`src/rtl/polytris_pkg.sv`:
```
// polytris_pkg: keycodes shared with the game state machine and the repeat FSM state type.
package polytris_pkg;
    localparam logic [7:0] KEY_LEFT   = 8'h04;
    localparam logic [7:0] KEY_RIGHT  = 8'h07;
    localparam logic [7:0] KEY_ROT_L  = 8'h14;
    localparam logic [7:0] KEY_ROT_R  = 8'h1a;
    localparam logic [7:0] KEY_SOFT   = 8'h16;
    localparam logic [7:0] KEY_HOLD   = 8'h0f;
    localparam logic [7:0] KEY_HARD   = 8'h2c;
    localparam logic [7:0] KEY_KONAMI = 8'h18;
    typedef enum logic [1:0] {S_IDLE, S_DAS, S_ARR} rep_state_t;
endpackage

```
`src/rtl/ms_tick_gen.sv`:
```
// ms_tick_gen: free-running prescaler, one-cycle tick every TICK_DIV clocks.
module ms_tick_gen #(
    parameter int TICK_DIV = 50000
) (
    input  logic CLK,
    input  logic RESET,
    output logic tick
);
    localparam int W = TICK_DIV > 1 ? $clog2(TICK_DIV) : 1;
    localparam logic [W-1:0] LAST = W'(TICK_DIV - 1);
    logic [W-1:0] cnt;
    always_ff @(posedge CLK) begin
        if (RESET) cnt <= '0;
        else       cnt <= (cnt == LAST) ? '0 : cnt + W'(1);
    end
    assign tick = cnt == LAST;
endmodule

```
`src/rtl/key_repeat_ctrl.sv`:
```
// key_repeat_ctrl: keycode to pending event flags with DAS/ARR auto-repeat on LEFT/RIGHT.
module key_repeat_ctrl
    import polytris_pkg::*;
#(
    parameter int TICK_DIV = 50000,
    parameter int DAS_MS   = 170,
    parameter int ARR_MS   = 50
) (
    input  logic       CLK,
    input  logic       RESET,
    input  logic [7:0] keyboardinput,
    input  logic       ack_left,
    input  logic       ack_right,
    input  logic       ack_rotl,
    input  logic       ack_rotr,
    input  logic       ack_hold,
    input  logic       ack_hard,
    input  logic       ack_konami,
    output logic       ev_left,
    output logic       ev_right,
    output logic       ev_rotl,
    output logic       ev_rotr,
    output logic       ev_hold,
    output logic       ev_hard,
    output logic       ev_konami,
    output logic       soft_drop,
    output logic       repeat_active
);
    localparam logic [7:0] DAS_END = 8'(DAS_MS - 1);
    localparam logic [7:0] ARR_END = 8'(ARR_MS - 1);
    logic [7:0] key_q, key_prev, ms_cnt, cnt_n;
    logic [6:0] ev, fire, ack;
    rep_state_t state, state_n;
    logic tick, press, rep;
    ms_tick_gen #(.TICK_DIV(TICK_DIV)) u_tick (.CLK(CLK), .RESET(RESET), .tick(tick));
    assign ack = {ack_konami, ack_hard, ack_hold, ack_rotr, ack_rotl, ack_right, ack_left};
    assign {ev_konami, ev_hard, ev_hold, ev_rotr, ev_rotl, ev_right, ev_left} = ev;
    assign press = key_q != key_prev && key_q != 8'h00;
    always_comb begin
        state_n = state;
        cnt_n   = ms_cnt;
        rep     = 1'b0;
        // A direction press restarts DAS from any state, including a direct LEFT<->RIGHT swap
        if (press && (key_q == KEY_LEFT || key_q == KEY_RIGHT)) begin
            rep     = 1'b1;
            state_n = S_DAS;
            cnt_n   = 8'h00;
        end else if (state != S_IDLE && key_q != key_prev) begin
            state_n = S_IDLE;
        end else if (state != S_IDLE && tick) begin
            if (ms_cnt == (state == S_DAS ? DAS_END : ARR_END)) begin
                rep     = 1'b1;
                state_n = S_ARR;
                cnt_n   = 8'h00;
            end else begin
                cnt_n = (ms_cnt == 8'hFF) ? ms_cnt : ms_cnt + 8'h01;
            end
        end
        fire = {press && key_q == KEY_KONAMI, press && key_q == KEY_HARD, press && key_q == KEY_HOLD,
                press && key_q == KEY_ROT_R, press && key_q == KEY_ROT_L,
                rep && key_q == KEY_RIGHT, rep && key_q == KEY_LEFT};
    end
    always_ff @(posedge CLK) begin
        if (RESET) begin
            key_q         <= 8'h00;
            key_prev      <= 8'h00;
            state         <= S_IDLE;
            ms_cnt        <= 8'h00;
            ev            <= '0;
            soft_drop     <= 1'b0;
            repeat_active <= 1'b0;
        end else begin
            key_prev      <= key_q;
            key_q         <= keyboardinput;
            soft_drop     <= keyboardinput == KEY_SOFT;
            state         <= state_n;
            ms_cnt        <= cnt_n;
            repeat_active <= state_n == S_ARR;
            ev            <= fire | (ev & ~ack);
        end
    end
endmodule
```
`config.mk`:
```
export PLATFORM = sky130hd
export DESIGN_NAME = key_repeat_ctrl
export DESIGN_NICKNAME = d
export VERILOG_FILES = /design/src/rtl/polytris_pkg.sv /design/src/rtl/ms_tick_gen.sv /design/src/rtl/key_repeat_ctrl.sv
export SDC_FILE = /design/constraint.sdc
export NUM_CORES = 1
export LEC_CHECK = 0
export BUFFER_PORTS_ARGS = -buffer_cell sky130_fd_sc_hd__buf_4
export CAP_MARGIN = 25
export CORE_ASPECT_RATIO = 1.1
export CORE_MARGIN = 1
export CORE_UTILIZATION = 35
export CTS_BUF_LIST = sky130_fd_sc_hd__clkbuf_4
export CTS_CLUSTER_DIAMETER = 200
export DETAILED_ROUTE_END_ITERATION = 8
export PLACE_DENSITY = 0.51
export SKIP_CTS_REPAIR_TIMING = 1
export SLEW_MARGIN = 25
export SYNTH_ARGS = -nofsm -noshare
export SYNTH_HDL_FRONTEND = slang
export SYNTH_SLANG_ARGS = --single-unit
```
`constraint.sdc`:
```
create_clock -name CLK -period 2.22 [get_ports CLK]
set_input_delay 0.222 -clock CLK [delete_from_list [all_inputs] [get_ports CLK]]
set_output_delay 0.222 -clock CLK [all_outputs]
set_load 0.005 [all_outputs]
```
==> results of run 1 <==
## worst max-delay path: cells and delay by family (launching register included)
family	cells	cell delay [ns]
flip-flops	1	0.37
AND/OR/NAND/NOR	3	0.89
adder cells (fa/ha/maj)	1	0.26
AO/OA/AOI/OAI	2	0.39
## worst paths after layout
kind / from / end / depth (start not counted)
hold / removal: keyboardinput[6] / key_q[6] / 2
setup reg to reg: u_tick.cnt[0] / ms_cnt[2] / 6
hold reg to reg: u_tick.cnt[0] / u_tick.cnt[0] / 1
setup / recovery: u_tick.cnt[0] / ms_cnt[2] / 6
## Yosys cell counts, drive strengths merged
master / number / area, um2
ha: 3 / 37.54
o21ai: 5 / 25.02
a21o: 1 / 7.510
mux2i: 2 / 20.02
and3: 3 / 18.77
nor4bb: 2 / 20.02
o2111ai: 1 / 8.760
nand4b: 4 / 35.03
or4b: 1 / 10.01
and4bb: 1 / 12.51
or3: 3 / 18.77
nor4: 3 / 25.02
inv: 3 / 11.26
buf: 7 / 60.05
a221oi: 1 / 15.01
nand4: 10 / 62.56
a31o: 2 / 17.52
nand3: 9 / 45.04
nand3b: 1 / 7.510
o22ai: 3 / 25.02
a41oi: 1 / 8.760
clkbuf: 5 / 18.77
o21bai: 1 / 7.510
nor3: 8 / 40.04
or3b: 1 / 8.760
nor2: 21 / 78.83
a311oi: 1 / 8.760
nor3b: 3 / 22.52
nand2: 12 / 47.55
o41ai: 4 / 35.03
a31oi: 1 / 6.260
or2b: 1 / 7.510
or2: 3 / 18.78
and3b: 1 / 8.760
nand4bb: 1 / 11.26
nor2b: 18 / 112.6
dfxtp: 51 / 1021
a21oi: 16 / 80.08
and4: 3 / 26.28
nor4b: 4 / 41.29
xnor2: 12 / 112.6
a21boi: 1 / 7.510
nand2b: 6 / 37.54
xor2: 7 / 61.31
## flip-flops by register name, summed over array words and instances, names as in the netlist
register	cells
key_prev	8
ev	7
key_q	8
u_tick.cnt	16
repeat_active	1
state	2
ms_cnt	8
soft_drop	1
## kinds of logic (layout without fill, tap and decap cells)
family / Yosys count / after routing / synth area share
mux: 2 / 2 / 0.008658
xor+xnor: 19 / 19 / 0.07522
compound gates: 38 / 38 / 0.1093
flops: 51 / 51 / 0.4416
fa+ha+maj: 3 / 3 / 0.01624
buf+inv: 15 / 45 / 0.03896
simple gates: 119 / 119 / 0.3101
## layout make-up
cell class / instances / area share
Sequential cell: 51 / 0.3851
Clock buffer: 6 / 0.01699
Clock inverter: 2 / 0.004719
Tap cell: 80 / 0.03775
Multi-Input combinational cell: 181 / 0.4530
Inverter: 3 / 0.004247
Timing Repair Buffer: 34 / 0.09816
## per-layer routing
metal  track usage  share of wire  vias to the layer above
met4       0.04463          0.013                        0
met3       0.03455          0.033                        5
met2        0.2075           0.45                       22
met1        0.1815           0.50                      815
met5             0              0                        -
li1              -              -                      942
## stage by stage
stage / util / setup WS (ns)
after floorplan: - / 0.4582
after global placement: 0.4106 / 0.2917
after detailed placement: 0.4106 / 0.2473
after CTS: 0.4198 / 0.2149
after global routing: 0.4230 / 0.06515
final: 0.4230 / 0.2419
## power by group through the flow
stage	Clock [W]	Combinational, W	Sequential (W)
4_1_cts	0.000456	0.000117	0.000950
3_3_place_gp	0	0.000116	0.000970
3_5_place_dp	0	0.000116	0.000970
6_report	0.000426	0.000116	0.000949
5_1_grt	0.000486	0.000129	0.000953
2_1_floorplan	0	0.0000786	0.000966
==> tab_implementation.tex, run 1 <==
\begin{tabular}{lr}
\hline
Metric & Value \\
\hline
\multicolumn{2}{l}{\textbf{Die}} \\
\quad Chip height & 87.25 um \\
\quad Horiz. Die Dim & 79.50 um \\
\quad Initial Utilization & 0.3689 \\
\quad Core Area & 0.006269 mm2 \\
\quad Row Count & 30 \\
\quad Number of ports placed on the die boundary & 26 \\
\quad Die Footprint & 0.006936 mm2 \\
\multicolumn{2}{l}{\textbf{STA}} \\
\quad Number of hold-slack violations in the final timing report & 0 \\
\quad Unrepaired setup endpoints after global routing & no \\
\quad Count of pins over their slew limit & 0 \\
\quad Worst slew slack as a fraction of its limit & 0.6766 \\
\quad Fin Hold WS & 0.07065 ns \\
\quad Final setup vio count & 0 \\
\quad Post-route fraction of the period consumed by the critical path & 0.8911 \\
\quad Minimum clock period after layout & 1.978 ns \\
\quad Worst Max-Slew Pin Slew & 0.4810 ns \\
\quad Maximum clock rate & 505.5 MHz \\
\quad Post-Route Setup TNS & 0 ns \\
\quad Worst-case clock skew & 0.005601 ns \\
\multicolumn{2}{l}{\textbf{Routing}} \\
\quad Number of nets with antenna violations after detailed routing & 0 \\
\quad Detailed-route wire length & 4468 um \\
\quad Post-DR wirelength/cell & around 13 um \\
\quad DRC violations left & 0 \\
\quad Iteration count of the initial detailed-routing pass & 4 \\
\quad Vias per std cell & 4.997 \\
\quad Number of DRC markers after the initial detailed-route iteration & 93 \\
\quad Vias after detailed routing & 1784 \\
\multicolumn{2}{l}{\textbf{Run}} \\
\quad Max Cap Violations & 0 \\
\multicolumn{2}{l}{\textbf{Run status}} \\
\quad Status & finished clean \\
\multicolumn{2}{l}{\textbf{Finish}} \\
\quad Top library cells by usage in the layout, fill and taps aside & dfxtp\_1 (51), buf\_4 (32), nor2\_1 (21) \\
\quad Area of all sequential standard cells & 0.001021 mm2 \\
\quad Leading cell type in the layout, fill and taps excluded & dfxtp\_1 \\
\quad Area added between synthesis and finish & 14.66\% \\
\quad Final-stage net count & 296 \\
\quad Area taken by multi-input logic gates & 0.001201 mm2 \\
\quad Fraction of layout cells with a size suffix above 1 & 0.1841 \\
\quad Number of filler cells placed in the layout & 617 \\
\quad Diodes inserted & 0 \\
\quad Non-filler cells, final & approximately 360 \\
\quad Final standard cell area without fillers & around 0.0027 mm2 \\
\multicolumn{2}{l}{\textbf{Synth}} \\
\quad Post-synth cell types & 52 \\
\quad Syn\_area\_per\_cell & 9.361 um2 \\
\quad Number of storage elements in the synthesis netlist & 51 \\
\quad Number of nets in the synthesized netlist & 267 \\
\quad Post-synthesis sequential area ratio & 0.4416 \\
\quad Synthesized cell area & 0.002312 mm2 \\
\quad Yosys warning count & 0 \\
\quad Synthesized instance count & $\sim$250 \\
\multicolumn{2}{l}{\textbf{CTS}} \\
\quad Maximum buffer depth of the clock tree & 2 \\
\quad Reg clk slew, reported paths & roughly 0.14 ns \\
\quad Clock Latency Late Sink & between 0.3 and 0.4 ns \\
\quad Sinks on the clock net & between 50 and 60 \\
\quad CTS tree & built \\
\quad Library cell used as clock root buffer & clkbuf\_4 \\
\quad Total CTS buffers & 5 \\
\quad CTS H-Tree Depth & 2 \\
\multicolumn{2}{l}{\textbf{Global routing}} \\
\quad Aggregate global routing overflow & 0 \\
\quad Antenna violations before repair & 0 \\
\quad Total routing usage reported by global routing & 0.1344 \\
\quad Global-route wire length before repair & 7314 um \\
\quad Pin count of the biggest net entering global routing & 31 \\
\quad Vias in the first global route & 1572 \\
\multicolumn{2}{l}{\textbf{Worst setup path}} \\
\quad Type of element launching the critical path & flop \\
\quad Reg2reg setup slack & approximately 0.24 ns \\
\quad Arr. time, crit path & around 2.3 ns \\
\quad Category of the most critical setup path & reg -> reg \\
\quad Largest fanout on the critical path & 5 \\
\quad Worst Path Required & about 2.5 ns \\
\quad CP max stage cell & nor4\_2 \\
\quad Critical-path cell list & ha\_1 > and4\_1 > nand4\_1 > nor4\_2 > a31oi\_1 > a311oi\_1 \\
\quad Crit. End Element & flop \\
\quad Delay of the slowest cell on the worst path & 0.48 ns \\
\multicolumn{2}{l}{\textbf{Pwr}} \\
\quad Internal Dissipation & 0.001129 W \\
\quad Switching share of power & 0.2428 \\
\quad Sw Pwr & 0.0003620 W \\
\quad VDD IR max & 0.3928 mV \\
\quad Power density relative to cell area & 562.5 mW/mm2 \\
\quad Clock Power Share & 0.286 \\
\quad Sequential fraction of design power & 0.636 \\
\quad Leak pwr & 0.9202 nW \\
\quad Fraction of power consumed by combinational cells & 0.078 \\
\quad Total power & between 0.001 and 0.0015 W \\
\multicolumn{2}{l}{\textbf{Placed design}} \\
\quad IO buf count & 25 \\
\quad Placement-stage cell area & 0.002574 mm2 \\
\quad Weighted congestion reported at the end of routability-driven placement & 0.7602 \\
\quad Number of placed instances, taps included & roughly 350 \\
\quad Post-detailed-placement half-perimeter wirelength & around 3200 um \\
\multicolumn{2}{l}{\textbf{Min path}} \\
\quad Worst hold path type & in -> reg \\
\hline
\end{tabular}
Power figures use the tool's default switching activity.
==> inputs of run 2 (changes only) <==
SYNTH_HIERARCHICAL = 1   (was unset)
==> run 2 against run 1 <==
  * Clock power rose by 29%
  * Sequential power rose by 0.4%
  * Core utilization rose by 0.70 points
  * Maximum frequency fell by 2.1%
  * Clock skew rose by 0.011 ns
  * Die area fell by 1.8%
  * Area after synthesis fell by 1.8%
  * Final cell count rose by 2.8%
  * Total power rose by 8.5%
  * Count of clock-buffer cells in the layout fell by 1
  * Highest routed layer unchanged
==> tab_implementation.tex, run 2 <==
\begin{tabular}{lr}
\hline
Metric & Value \\
\hline
\multicolumn{2}{l}{\textbf{STA}} \\
\quad Worst Max-Slew Pin Slew & 0.4853 ns (+0.004234 ns) \\
\quad Worst slew slack as a fraction of its limit & 0.6721 (-0.004563) \\
\quad Minimum clock period after layout & 2.021 ns (+0.04304 ns) \\
\quad Number of hold-slack violations in the final timing report & 0 (unchanged) \\
\quad Unrepaired setup endpoints after global routing & no \\
\quad Fin Hold WS & 0.02615 ns (-0.04451 ns) \\
\quad Post-route fraction of the period consumed by the critical path & 0.9104 (+0.01939) \\
\quad Maximum clock rate & 494.8 MHz (-2.1\%) \\
\quad Final setup vio count & 0 (unchanged) \\
\quad Worst-case clock skew & 0.01671 ns (+0.01111 ns) \\
\quad Count of pins over their slew limit & 0 (unchanged) \\
\quad Post-Route Setup TNS & 0 ns (unchanged) \\
\multicolumn{2}{l}{\textbf{Finish}} \\
\quad Flip-flop count of the largest register, all copies and words added & 16 (unchanged) \\
\quad Non-filler cells, final & 367 (+2.8\%) \\
\quad Top library cells by usage in the layout, fill and taps aside & dfxtp\_1 (50), buf\_4 (34), nor2\_1 (31) \\
\quad Area added between synthesis and finish & 18.03\% \\
\quad Number of filler cells placed in the layout & 653 (+5.8\%) \\
\quad Area taken by multi-input logic gates & 0.001152 mm2 (-4.1\%) \\
\quad Diodes inserted & 0 (unchanged) \\
\quad Leading cell type in the layout, fill and taps excluded & dfxtp\_1 \\
\quad Largest register by flop count & u\_tick/cnt \\
\quad End-of-flow core utilization & 0.4299 (+0.006966) \\
\quad Area of all sequential standard cells & 0.001022 mm2 (+0.12\%) \\
\quad Fraction of layout cells with a size suffix above 1 & 0.1603 (-0.02384) \\
\quad Final-stage net count & 306 (+3.4\%) \\
\multicolumn{2}{l}{\textbf{Pwr}} \\
\quad Clock Power Share & 0.341 (+0.055) \\
\quad VDD IR max & 0.3606 mV (-8.2\%) \\
\quad Leak pwr & 0.9283 nW (+0.89\%) \\
\quad Switching share of power & 0.2368 (-0.006002) \\
\quad Sequential fraction of design power & 0.589 (-0.047) \\
\quad Power density relative to cell area & 603.9 mW/mm2 (+7.4\%) \\
\quad Fraction of power consumed by combinational cells & 0.070 (-0.008) \\
\quad Internal Dissipation & 0.001235 W (+9.3\%) \\
\quad Sw Pwr & 0.0003830 W (+5.8\%) \\
\multicolumn{2}{l}{\textbf{Routing}} \\
\quad Number of DRC markers after the initial detailed-route iteration & 106 (+14\%) \\
\quad DRC violations left & 0 (unchanged) \\
\quad Vias per std cell & 4.875 (-2.5\%) \\
\quad Detailed-route wire length & 4453 um (-0.34\%) \\
\quad Number of nets with antenna violations after detailed routing & 0 (unchanged) \\
\quad Post-DR wirelength/cell & 12.13 um (-3.1\%) \\
\quad Vias after detailed routing & 1789 (+0.28\%) \\
\quad Iteration count of the initial detailed-routing pass & 4 (unchanged) \\
\multicolumn{2}{l}{\textbf{Synth}} \\
\quad Mux cell area share after synthesis & 0.01323 (+0.004572) \\
\quad Synthesized cell area & 0.002270 mm2 (-1.8\%) \\
\quad Top flip-flop cell by instance count after synthesis & dfxtp\_1 \\
\quad Xor/xnor cell area share of the yosys netlist & 0.08875 (+0.01354) \\
\quad Post-synth cell types & 45 (-13\%) \\
\quad Post-synthesis sequential area ratio & 0.4498 (+0.008276) \\
\quad Cell type with the largest total area after synthesis & dfxtp\_1 \\
\quad Number of nets in the synthesized netlist & 273 (+2.2\%) \\
\quad Synth Area in Adders & 0.01654 (+0.0003043) \\
\quad Leading cell types by count after synthesis & dfxtp\_1 (51), nor2\_1 (31), xnor2\_1 (22), nor2b\_1 (17), nand2\_1 (14) \\
\quad Cell types occupying the most area after synthesis & dfxtp\_1 (45\%), xnor2\_1 (8.5\%), nor2\_1 (5.1\%), nor2b\_1 (4.7\%), a21oi\_1 (2.6\%) \\
\quad Synthesized-area fraction occupied by ao, oa, aoi and oai cells & 0.09206 (-0.01725) \\
\quad Fraction of post-synthesis cell area in the top cell type by area & 0.4498 (+0.008276) \\
\quad Async set or reset register ratio after synthesis & 0 (unchanged) \\
\quad Syn\_area\_per\_cell & 8.971 um2 (-4.2\%) \\
\quad Most instantiated library cell after synthesis & dfxtp\_1 \\
\quad Simple-gate portion of the synthesized area & 0.2971 (-0.01293) \\
\quad Count of flip-flops with a built-in enable after synthesis & 0 (unchanged) \\
\quad Largest family of logic cells by synthesized area & simple AND/OR/NAND/NOR gates \\
\quad Number of storage elements in the synthesis netlist & 51 (unchanged) \\
\quad Synthesized instance count & 253 (+2.4\%) \\
\quad Yosys warning count & 6 (+6) \\
\multicolumn{2}{l}{\textbf{Die}} \\
\quad Initial Utilization & 0.3643 (-0.004605) \\
\quad Chip height & 86.46 um (-0.90\%) \\
\quad Horiz. Die Dim & 78.78 um (-0.90\%) \\
\quad Row Count & 30 (unchanged) \\
\quad Number of ports placed on the die boundary & 26 (unchanged) \\
\quad Die Footprint & 0.006811 mm2 (-1.8\%) \\
\quad Core Area & 0.006231 mm2 (-0.60\%) \\
\multicolumn{2}{l}{\textbf{CTS}} \\
\quad Clock Latency Late Sink & 0.37 ns (about the same) \\
\quad Total CTS buffers & 5 (unchanged) \\
\quad Reg clk slew, reported paths & 0.16 ns (+0.02 ns) \\
\quad CTS tree & built \\
\quad Library cell used as clock root buffer & clkbuf\_4 \\
\quad Maximum buffer depth of the clock tree & 2 (unchanged) \\
\quad CTS H-Tree Depth & 2 (unchanged) \\
\quad Sinks on the clock net & 51 (unchanged) \\
\multicolumn{2}{l}{\textbf{Run}} \\
\quad Max Cap Violations & 0 (unchanged) \\
\multicolumn{2}{l}{\textbf{Worst setup path}} \\
\quad CP max stage cell & dfxtp\_1 \\
\quad Top delay family on crit path & simple AND/OR/NAND/NOR gates \\
\quad Delay of the slowest cell on the worst path & 0.42 ns (-0.06 ns) \\
\quad Category of the most critical setup path & reg -> reg \\
\quad Critical path buffer and inverter count & 1 (+1) \\
\quad Largest fanout on the critical path & 5 (unchanged) \\
\quad Arr. time, crit path & 2.29 ns (+0.02 ns) \\
\quad Crit. End Element & flop \\
\quad Worst Path Required & 2.49 ns (-0.02 ns) \\
\quad Critical-path cell list & nor4bb\_1 > and4b\_1 > o21a\_1 > o21ai\_1 > nor3\_4 > buf\_4 > a2bb2oi\_1 > a21oi\_1 \\
\quad Type of element launching the critical path & flop \\
\multicolumn{2}{l}{\textbf{Run status}} \\
\quad Status & finished clean \\
\multicolumn{2}{l}{\textbf{Global routing}} \\
\quad Total routing usage reported by global routing & 0.1457 (+0.01132) \\
\quad Vias in the first global route & 1648 (+4.8\%) \\
\quad Global-route wire length before repair & 7776 um (+6.3\%) \\
\quad Pin count of the biggest net entering global routing & 31 (unchanged) \\
\quad Met2 usage & 0.2316 (+0.02416) \\
\quad Layer with the highest usage after global routing & met2 \\
\quad Antenna violations before repair & 0 (unchanged) \\
\quad Met1 demand-to-capacity share in global routing & 0.1987 (+0.01723) \\
\quad Aggregate global routing overflow & 0 (unchanged) \\
\quad Met3 usage in global routing & 0.02526 (-0.009292) \\
\multicolumn{2}{l}{\textbf{Placed design}} \\
\quad IO buf count & 25 (unchanged) \\
\quad Weighted congestion reported at the end of routability-driven placement & 0.7005 (-7.9\%) \\
\quad Number of placed instances, taps included & 356 (+2.6\%) \\
\quad Post-detailed-placement half-perimeter wirelength & 3141 um (-0.65\%) \\
\multicolumn{2}{l}{\textbf{Min path}} \\
\quad Worst hold path type & in -> reg \\
\hline
\end{tabular}
[run 2: cell type report]
type / instances / share of cell area
clock inverter: 3 / 0.01728
sequential: 51 / 0.3816
multi-input combinational: 180 / 0.4302
inverter: 12 / 0.01681
timing repair buffer: 36 / 0.1028
tap: 80 / 0.03737
clock buffer: 5 / 0.01401
[run 2: power by group through the flow]
stage	registers, W	logic, W	clock network (W)
after floorplan	0.000967	0.0000738	0
after global placement	0.000972	0.000111	0
after detailed placement	0.000973	0.000110	0
after CTS	0.000953	0.000111	0.000578
after global routing	0.000957	0.000130	0.000605
final	0.000953	0.000114	0.000551
[run 2: kinds of logic (layout without fill, tap and decap cells)]
family,count (synthesis),in the layout
compound gates,31,31
xor+xnor,23,23
fa+ha+maj,3,3
buf+inv,22,56
flops,51,51
mux,3,3
simple gates,120,120
[run 2: stage by stage]
| step | total power [W] | area, um2 | worst slack, ns |
|---|---|---|---|
| 3_3_place_gp | 0.001083 | 2566 | 0.2302 |
| 2_1_floorplan | 0.001040 | 2270 | 0.2198 |
| 5_1_grt | 0.001692 | 2679 | 0.009298 |
| 4_1_cts | 0.001642 | 2650 | 0.1561 |
| 3_5_place_dp | 0.001083 | 2566 | 0.1698 |
| 6_report | 0.001618 | 2679 | 0.1988 |
[run 2: worst register-to-register path, stage by stage (launching register included)]
cell       delay [ns]
dfxtp_1          0.42
nor4bb_1         0.33
and4b_1          0.29
o21a_1           0.18
o21ai_1          0.14
nor3_4           0.17
buf_4            0.17
a2bb2oi_1        0.15
a21oi_1          0.07
[run 2: final timing paths]
path | startpoint | endpoint | cells after the start | slack, ns
max reg2reg | u_tick/cnt[9] | ms_cnt[3] | 8 | 0.20
min | ack_left | ev[0] | 2 | 0.03
max | u_tick/cnt[9] | ms_cnt[3] | 8 | 0.20
min reg2reg | u_tick/cnt[0] | u_tick/cnt[0] | 1 | 0.44
[run 2: per-layer routing]
layer | up-vias | routed length (um) | share of wire
li1 | 946 | - | -
met1 | 813 | 2261 | 0.51
met2 | 23 | 2027 | 0.46
met3 | 7 | 108 | 0.024
met4 | 0 | 56 | 0.013
met5 | - | 0 | 0
